[config.mk]
export PLATFORM = sky130hd
export DESIGN_NAME = lc3_mem_ctrl
export DESIGN_NICKNAME = d
export VERILOG_FILES = /design/src/rtl/lc3_mem_ctrl.sv
export SDC_FILE = /design/constraint.sdc
export NUM_CORES = 1
export LEC_CHECK = 0
export ABC_AREA = 1
export CORE_MARGIN = 2
export CORE_UTILIZATION = 40
export CTS_CLUSTER_SIZE = 14
export DETAILED_ROUTE_END_ITERATION = 8
export PLACE_DENSITY = 0.77
export SLEW_MARGIN = 20
export SYNTH_ARGS = -nofsm -noshare
export SYNTH_HDL_FRONTEND = slang
export SYNTH_SLANG_ARGS = --single-unit
[constraint.sdc]
create_clock -name clk -period 1.5 [get_ports clk]
set_clock_uncertainty 0.1 [all_clocks]
set_input_delay 0.15 -clock clk [delete_from_list [all_inputs] [get_ports clk]]
set_output_delay 0.15 -clock clk [all_outputs]
set_load 0.01 [all_outputs]
[src/rtl/lc3_mem_ctrl.sv]
// LC-3 memory port controller: device registers at xFE00-xFFFF, everything else forwarded to RAM.
// Optional macro LC3_MCR_EN adds the machine control register at xFFFE and drives halt.
module lc3_mem_ctrl #(
    parameter int RAM_LAT = 1
) (
    input  logic        clk,
    input  logic        rst_n,
    input  logic        mem_en,
    input  logic        we,
    input  logic [15:0] mem_addr,
    input  logic [15:0] mem_wdata,
    output logic [15:0] mem_rdata,
    output logic        mem_rdy,
    output logic        ram_en,
    output logic        ram_we,
    output logic [15:0] ram_addr,
    output logic [15:0] ram_wdata,
    input  logic [15:0] ram_rdata,
    input  logic        kb_valid,
    input  logic [7:0]  kb_data,
    output logic        kb_ready,
    output logic        disp_valid,
    output logic [7:0]  disp_data,
    input  logic        disp_ready,
    output logic        halt
);
    // state    | meaning
    // IDLE     | waiting for mem_en
    // RAM_WAIT | RAM access in flight, lat_cnt counting down to terminal count
    // DONE     | one-cycle mem_rdy pulse
    typedef enum logic [1:0] {IDLE, RAM_WAIT, DONE} state_t;

    localparam logic [15:0] ADDR_KBSR = 16'hFE00;
    localparam logic [15:0] ADDR_KBDR = 16'hFE02;
    localparam logic [15:0] ADDR_DSR  = 16'hFE04;
    localparam logic [15:0] ADDR_DDR  = 16'hFE06;
    localparam logic [2:0]  LAT_LOAD  = 3'(RAM_LAT);

    if (RAM_LAT < 1 || RAM_LAT > 7) begin : g_bad_lat
        $error("lc3_mem_ctrl: RAM_LAT must be in 1..7");
    end

    state_t      state, state_nxt;
    logic [2:0]  lat_cnt;
    logic        we_q;
    logic        kb_full;
    logic [7:0]  kbuf;
    logic        start, is_dev, dev_acc, ram_acc, lat_tc;
    logic        kbdr_rd, ddr_wr;
    logic [15:0] dev_rdata;

`ifdef LC3_MCR_EN
    localparam logic [15:0] ADDR_MCR = 16'hFFFE;
    logic [15:0] mcr;
`endif

    assign start    = (state == IDLE) && mem_en;
    assign is_dev   = (mem_addr[15:9] == 7'h7F);
    assign dev_acc  = start && is_dev;
    assign ram_acc  = start && !is_dev;
    assign lat_tc   = (lat_cnt == 3'd1);
    assign kbdr_rd  = dev_acc && !we && (mem_addr == ADDR_KBDR);
    assign ddr_wr   = dev_acc && we && (mem_addr == ADDR_DDR);
    assign kb_ready = ~kb_full;

    always_comb begin
        dev_rdata = 16'h0000;
        case (mem_addr)
            ADDR_KBSR: dev_rdata = {kb_full, 15'b0};
            ADDR_KBDR: dev_rdata = {8'h00, kbuf};
            ADDR_DSR:  dev_rdata = {~disp_valid, 15'b0};
            ADDR_DDR:  dev_rdata = {8'h00, disp_data};
`ifdef LC3_MCR_EN
            ADDR_MCR:  dev_rdata = mcr;
`endif
            default:   dev_rdata = 16'h0000;
        endcase
    end

    always_ff @(posedge clk) begin
        if (!rst_n) begin
            state <= IDLE;
        end else begin
            state <= state_nxt;
        end
    end

    always_comb begin
        state_nxt = state;
        mem_rdy   = 1'b0;
        case (state)
            IDLE: begin
                if (mem_en) begin
                    state_nxt = is_dev ? DONE : RAM_WAIT;
                end
            end
            RAM_WAIT: begin
                if (lat_tc) begin
                    state_nxt = DONE;
                end
            end
            DONE: begin
                mem_rdy   = 1'b1;
                state_nxt = IDLE;
            end
            default: state_nxt = IDLE;
        endcase
    end

    // The counter hits zero on the same edge that captures the RAM data.
    always_ff @(posedge clk) begin
        if (!rst_n) begin
            ram_en    <= 1'b0;
            ram_we    <= 1'b0;
            ram_addr  <= 16'h0000;
            ram_wdata <= 16'h0000;
            we_q      <= 1'b0;
            lat_cnt   <= 3'd0;
        end else begin
            ram_en <= ram_acc;
            ram_we <= ram_acc && we;
            if (ram_acc) begin
                ram_addr  <= mem_addr;
                ram_wdata <= mem_wdata;
                we_q      <= we;
                lat_cnt   <= LAT_LOAD;
            end else if (state == RAM_WAIT) begin
                lat_cnt <= lat_cnt - 3'd1;
            end
        end
    end

    always_ff @(posedge clk) begin
        if (!rst_n) begin
            mem_rdata <= 16'h0000;
        end else if (dev_acc && !we) begin
            mem_rdata <= dev_rdata;
        end else if ((state == RAM_WAIT) && lat_tc && !we_q) begin
            mem_rdata <= ram_rdata;
        end
    end

    // A KBDR clear cannot coincide with an accept: accept needs kb_full low.
    always_ff @(posedge clk) begin
        if (!rst_n) begin
            kb_full <= 1'b0;
            kbuf    <= 8'h00;
        end else if (kb_valid && !kb_full) begin
            kbuf    <= kb_data;
            kb_full <= 1'b1;
        end else if (kbdr_rd) begin
            kb_full <= 1'b0;
        end
    end

    always_ff @(posedge clk) begin
        if (!rst_n) begin
            disp_valid <= 1'b0;
            disp_data  <= 8'h00;
        end else if (ddr_wr && !disp_valid) begin
            disp_data  <= mem_wdata[7:0];
            disp_valid <= 1'b1;
        end else if (disp_ready) begin
            disp_valid <= 1'b0;
        end
    end

`ifdef LC3_MCR_EN
    always_ff @(posedge clk) begin
        if (!rst_n) begin
            mcr <= 16'h8000;
        end else if (dev_acc && we && (mem_addr == ADDR_MCR)) begin
            mcr <= mem_wdata;
        end
    end

    assign halt = ~mcr[15];
`else
    assign halt = 1'b0;
`endif

endmodule

==> results of run 1 <==
==> registers in the layout (all words and copies together), names as in the netlist <==
register	count
ram_en	1
kbuf	8
we_q	1
state	2
ram_we	1
ram_addr	16
disp_data	8
kb_full	1
mem_rdata	16
lat_cnt	3
ram_wdata	16
disp_valid	1
==> synth_stat cells <==
cell type,instances
or2_2,2
inv_1,44
ha_1,2
nand3_2,3
nor4_2,1
o21ai_1,6
clkbuf_1,6
o21ai_0,17
nor2_2,4
conb_1,1
clkinv_1,1
o2111ai_1,1
buf_6,3
nand3b_1,8
buf_4,1
a21oi_1,12
buf_2,8
nand4_1,2
nand4_4,1
o22ai_1,1
nand3_1,63
inv_2,6
xor2_1,1
nor2_4,6
dfxtp_1,74
nand2_2,5
nor2_1,46
nand2_1,135
==> path summary, 6_finish.rpt <==
| path | slack, ns | depth (start not counted) | from | endpoint |
|---|---|---|---|---|
| min reg2reg | 0.36 | 2 | mem_rdata[11]$_SDFFE_PN0P_ | mem_rdata[11]$_SDFFE_PN0P_ |
| min | 0.07 | 3 | rst_n | kb_full$_SDFFE_PN0P_ |
| max | 0.04 | 1 | mem_rdata[8]$_SDFFE_PN0P_ | mem_rdata[8] |
| max reg2reg | 0.06 | 8 | state[1]$_SDFFE_PN0P_ | mem_rdata[5]$_SDFFE_PN0P_ |
==> power breakdown <==
| part | switching [mW] | leakage, nW | internal [mW] |
|---|---|---|---|
| logic | 0.501 | 2.51 | 0.519 |
| clock network | 0.757 | 0.0847 | 0.644 |
| registers | 0.0801 | 0.607 | 2.12 |
| total | 1.34 | 3.20 | 3.29 |
==> stage by stage <==
| stage | total power, mW | cell area [um^2] |
|---|---|---|
| final | 4.62 | 5270 |
| after global placement | 3.21 | 4770 |
| after global routing | 4.86 | 5270 |
| after CTS | 4.63 | 4970 |
| after detailed placement | 3.23 | 4770 |
| after floorplan | 2.68 | 3270 |
==> layer usage <==
metal / vias to the layer above / part of all wire [%]
li1: 1771 / -
met1: 1538 / 44
met2: 85 / 50
met3: 12 / 4.3
met4: 0 / 1.3
met5: - / 0
==> what timing repair did <==
item / in CTS / in global routing
setup buffers: 1 / 7
hold buffers: 0 / 0
resized for setup: 19 / 83
endpoints found under the setup margin: 29 / 83
cloned: 1 / 2
pin swaps: 1 / 12
==> final cells by class <==
type	count	area (um^2)	share of cell area, %
repair buffers	161	1670	31.7
multi-input cells	319	1610	30.6
flip-flops and latches	74	1490	28.2
inverters	51	196	3.73
clock buffers	10	138	2.61
well taps	102	128	2.42
clock inverters	6	41.3	0.783
==> cells by family after synthesis <==
| logic type | count (synthesis) | synth area share [%] |
|---|---|---|
| buffers and inverters | 69 | 9.02 |
| xor gates and xnor gates | 1 | 0.268 |
| AOI/OAI and AO/OA | 37 | 5.81 |
| DFF | 74 | 45.3 |
| and+or+nand+nor | 276 | 38.7 |
| other | 1 | 0.115 |
| adders and majority gates | 2 | 0.765 |
==> reports/qor.csv, run 1 <==
stage,metric,value,unit
status,outcome,finished clean,
timing,period utilization,97.5,%
placement,Place WS,-0.374,ns
layout,Nets,680,
floorplanning,die extent in y,94.4,um
clocking,# clock sinks,74,
worst_setup_path,critical path class,register to output pin,
clocking,clk_lat worst skew,0.35,ns
placement,GPL Wtd Cong,0.787,
global_route,number of global-route vias before repair,3221,
floorplanning,DIE WIDTH,94.4,um
yosys,Synth Register Bits,74,
yosys,Syn Inst Count,460,
pwr,PwrDens,877,nW/um^2
detailed_routing,Routed Antenna Nets,0,
timing,unrepaired setup endpoints after global routing,true,
worst_setup_path,startpoint types,register,
yosys,Yosys warnings,0,
timing,final setup margin,0.0369,ns
layout,layout cell share with drive strength beyond 1,16.7,%
pwr,worst vdd ir,542,uV
global_route,largest net degree at the start of global routing,63,
worst_setup_path,Worst EP arrival,1.21,ns
yosys,Synth Cell Area,3270,um^2
timing,Min Hold Slack,0.0678,ns
yosys,Synth Net Count,524,
global_route,gr usage total,21.0,%
detailed_routing,Avg WL per Cell,13.1,um
worst_setup_path,CP top delay family,buffers and inverters,
clocking,clk root buf,clkbuf_8,
detailed_routing,post-DR vias/cell,4.71,
detailed_routing,WL final,9450,um
timing,Max Fclk,0.683,GHz
layout,Antenna Cells,0,
job,Max Cap Viol,0,
hold_path,worst min path class,input pin to register,
placement,IO buf count,122,
placement,detailed placer's ending HPWL,6660,um
worst_setup_path,critical path capture point type,output pin,
layout,synth-to-layout area growth,61.1,%
pwr,Lkg Pwr,3.20,nW
global_route,GR Overflow Total,0,
clocking,H-tree depth,3,
yosys,sequential share of the synthesized area,45.3,%
timing,Post-Route Setup TNS,0,ns
yosys,Syn Area/Cell,7.11,um^2
clocking,Max Buffers Root-to-Sink,2,
detailed_routing,# DRC,0,
layout,Layout Utilization,67.5,%
clocking,Clock transition at path regs,0.08,ns
worst_setup_path,CP Max Fanout,2,
clocking,cts bufs inserted,9,
layout,Finished Layout Cells,723,
layout,most frequent cells in the layout,"nand2_1 (129), dfxtp_1 (70), nand3_1 (63), clkdlybuf4s50_1 (55), dlymetal6s2s_1 (50)",
worst_setup_path,worst path buffer plus inverter count,1,
floorplanning,num rows,32,
yosys,Area contributors post-synth,"dfxtp_1 (45%), nand2_1 (15%), nand3_1 (9.6%)",
yosys,cell taking the most area after synthesis,dfxtp_1,
detailed_routing,Vias,3406,
layout,"commonest non-fill, non-tap cell in the layout",nand2_1,
worst_setup_path,crit-path cells,clkdlybuf4s50_1,
timing,"Slew Viols, Final",0,
floorplanning,io pins,124,
floorplanning,Placeable Area,7810,um^2
worst_setup_path,Worst Path Required,1.25,ns
global_route,first-pass GRT wire length,14900,um
global_route,antenna violations before repair,0,
timing,fin crit period,1.46,ns
detailed_routing,first-pass iteration count of the detailed router,4,
clocking,CTS tree,built,
yosys,top-area cell type share of the netlist area,45.3,%
worst_setup_path,Slowest cell on crit path,clkdlybuf4s50_1,
floorplanning,DIE AREA,8920,um^2
global_route,met2 usage,36.3,%
floorplanning,initial core utilization,41.9,%
timing,Final Setup Violations,0,
global_route,met3 Use GR,4.07,%
global_route,most used routing layer in global routing,met2,
global_route,met1 usage,25.9,%
yosys,synth unique cells,28,
layout,Fill cells,684,
timing,Final Hold Fails,0,
placement,DP Cell Count,696,
detailed_routing,1st-iter DRT viols,132,
worst_setup_path,CP peak stage delay,0.54,ns
Note: power is estimated with default switching activity, not from simulation.
==> run 2, diff against run 1 <==
--- a/config.mk
+++ b/config.mk
@@ -6,6 +6,7 @@
 export NUM_CORES = 1
 export LEC_CHECK = 0
 export ABC_AREA = 1
+export CAP_MARGIN = 30
 export CORE_MARGIN = 2
 export CORE_UTILIZATION = 40
 export CTS_CLUSTER_SIZE = 14
==> constraint.sdc (replaced) <==
create_clock -name clk -period 1.5 [get_ports clk]
set_clock_uncertainty 0.1 [all_clocks]
set_input_delay 0.15 -clock clk [delete_from_list [all_inputs] [get_ports clk]]
set_output_delay 0.15 -clock clk [all_outputs]
set_load 0.1 [all_outputs]
==> run 2 against run 1 <==
  * Die area is the same
  * Maximum frequency shrank 6.5%
  * The run now ends with setup timing left
  * Global-route usage grew 1.4 points
  * Flip-flop and latch count is the same
  * Combinational power grew 120%
  * Core utilization grew 9.1 points
  * Sequential share of layout area shrank 3.1 points
  * Register-to-register slack lost 0.12 ns
==> reports/qor.csv, run 2 (synthesis results as in run 1) <==
stage,metric,value,unit,change
status,outcome,finished with violations,,was finished clean
status,violated checks,setup timing,,
timing,Post-Route Setup TNS,-0.138,ns,was 0 ns
detailed_routing,Vias,3704,,was 3406
floorplanning,DIE AREA,8920,um^2,unchanged
layout,most frequent cells in the layout,"nand2_1 (128), buf_12 (65), nand3_1 (60), dfxtp_1 (60), clkdlybuf4s50_1 (51)",,"was nand2_1 (129), dfxtp_1 (70), nand3_1 (63), clkdlybuf4s50_1 (55), dlymetal6s2s_1 (50)"
worst_setup_path,critical path class,register to register,,was register to output pin
detailed_routing,Routed Antenna Nets,0,,unchanged
worst_setup_path,startpoint types,register,,unchanged
clocking,CTS tree,built,,unchanged
floorplanning,num rows,32,,unchanged
detailed_routing,Avg WL per Cell,15.5,um,was 13.1 um
clocking,clk root buf,clkbuf_8,,unchanged
clocking,clk_lat worst skew,0.35,ns,about the same
detailed_routing,WL final,11300,um,was 9450 um
pwr,PwrDens,1020,nW/um^2,was 877 nW/um^2
timing,Max Fclk,0.639,GHz,was 0.683 GHz
placement,IO buf count,122,,unchanged
layout,Fill cells,497,,was 684
detailed_routing,post-DR vias/cell,5.08,,was 4.71
global_route,gr usage total,22.4,%,was 21.0%
global_route,met1 usage,27.9,%,was 25.9%
global_route,most used routing layer in global routing,met2,,unchanged
global_route,met3 Use GR,3.99,%,was 4.07%
layout,top flop regs,"mem_rdata: 16 flops, ram_addr: 16 flops, ram_wdata: 16 flops",,unchanged
worst_setup_path,critical path capture point type,register,,was output pin
layout,Antenna Cells,0,,unchanged
clocking,# clock sinks,74,,unchanged
global_route,antenna violations before repair,0,,unchanged
detailed_routing,# DRC,0,,unchanged
job,Max Cap Viol,0,,unchanged
timing,unrepaired setup endpoints after global routing,true,,unchanged
layout,"commonest non-fill, non-tap cell in the layout",nand2_1,,unchanged
timing,Final Hold Fails,0,,unchanged
worst_setup_path,CP Max Fanout,8,,was 2
floorplanning,DIE WIDTH,94.4,um,unchanged
pwr,worst vdd ir,687,uV,was 542 uV
clocking,Max Buffers Root-to-Sink,2,,unchanged
timing,period utilization,104,%,was 97.5%
layout,Finished Layout Cells,729,,was 723
detailed_routing,1st-iter DRT viols,241,,was 132
clocking,H-tree depth,3,,unchanged
placement,GPL Wtd Cong,0.855,,was 0.787
worst_setup_path,Worst EP arrival,1.76,ns,was 1.21 ns
floorplanning,Placeable Area,7810,um^2,unchanged
global_route,number of global-route vias before repair,3335,,was 3221
global_route,GR Overflow Total,0,,unchanged
layout,Reg area,1500,um^2,was 1490 um^2
hold_path,worst min path class,input pin to register,,unchanged
clocking,Clock transition at path regs,0.08,ns,about the same
timing,Final Setup Violations,5,,was 0
pwr,Lkg Pwr,2.83,nW,was 3.20 nW
layout,synth-to-layout area growth,82.8,%,was 61.1%
detailed_routing,first-pass iteration count of the detailed router,6,,was 4
clocking,Post-CTS Hold Fix Bufs,0,,unchanged
layout,layout cell share with drive strength beyond 1,30.5,%,was 16.7%
global_route,met2 usage,38.6,%,was 36.3%
global_route,first-pass GRT wire length,15700,um,was 14900 um
pwr,Total Power,6.10,mW,was 4.62 mW
floorplanning,io pins,124,,unchanged
placement,DP Cell Count,696,,unchanged
floorplanning,initial core utilization,41.9,%,unchanged
floorplanning,die extent in y,94.4,um,unchanged
global_route,largest net degree at the start of global routing,46,,was 63
worst_setup_path,Worst Path Required,1.70,ns,was 1.25 ns
timing,"Slew Viols, Final",0,,unchanged
timing,fin crit period,1.56,ns,was 1.46 ns
layout,multi-input logic area,1660,um^2,was 1610 um^2
placement,detailed placer's ending HPWL,7570,um,was 6660 um
timing,final setup margin,-0.0648,ns,was 0.0369 ns
layout,Nets,686,,was 680
clocking,cts bufs inserted,9,,unchanged
run 2: worst max-delay path, cell delays in order (launching register included):
cell and delay (ns):
dfxtp_2 0.34, inv_2 0.08, ha_4 0.12, inv_2 0.04, nor2_4 0.14, nand3_4 0.15, clkbuf_16 0.20, nand3b_1 0.09
nand2_1 0.06, inv_1 0.09, nand2_1 0.07, inv_1 0.05
run 2: area by class of cell:
cell class                      instances  share of cell area [%]
Tap cell                              102                    2.13
Clock inverter                          5                   0.879
Multi-Input combinational cell        319                    27.7
Clock buffer                           11                    2.53
Timing Repair Buffer                  166                    38.1
Inverter                               51                    3.39
Sequential cell                        74                    25.1
Timing Repair inverter                  1                  0.0837
run 2: path summary, 6_finish.rpt:
check / startpoint / end / slack, ns / depth (start not counted)
max: lat_cnt[1]$_SDFFE_PP0N_ / mem_rdata[5]$_SDFFE_PN0P_ / -0.06 / 11
min: mem_addr[3] / ram_addr[3]$_SDFFE_PN0P_ / 0.03 / 3
max reg2reg: lat_cnt[1]$_SDFFE_PP0N_ / mem_rdata[5]$_SDFFE_PN0P_ / -0.06 / 11
min reg2reg: lat_cnt[1]$_SDFFE_PP0N_ / lat_cnt[1]$_SDFFE_PP0N_ / 0.40 / 2
run 2: through the flow:
| stage | area [um^2] | hold slack (ns) | utilization, % | worst slack [ns] |
|---|---|---|---|---|
| 2_1_floorplan | 3300 | 0.153 | - | 0.0342 |
| 3_3_place_gp | 5420 | 0.347 | 69.5 | -0.296 |
| 3_5_place_dp | 5420 | 0.361 | 69.5 | -0.363 |
| 4_1_cts | 5640 | 0.0461 | 72.3 | -0.0105 |
| 5_1_grt | 5980 | 0.0541 | 76.6 | -0.120 |
| 6_report | 5980 | 0.0317 | 76.6 | -0.0648 |
run 2: report_power, final:
| group | internal [mW] | total, mW | switching, mW |
|---|---|---|---|
| sequential | 2.13 | 2.29 | 0.162 |
| clock | 0.851 | 1.59 | 0.741 |
| combinational | 0.846 | 2.22 | 1.37 |
run 2: routing by layer:
metal	routed length, um	vias to the layer above
met4	371	0
li1	-	1779
met5	0	-
met3	689	37
met1	4590	1721
met2	5650	167
run 2: repair_timing:
item | 4_1_cts | 5_1_grt
cloned | 0 | 6
endpoints found under the hold margin | 0 | 0
buffers inserted | 0 | 11
pin swaps | 1 | 15
gates resized for setup | 4 | 51
setup endpoints to repair | 6 | 53
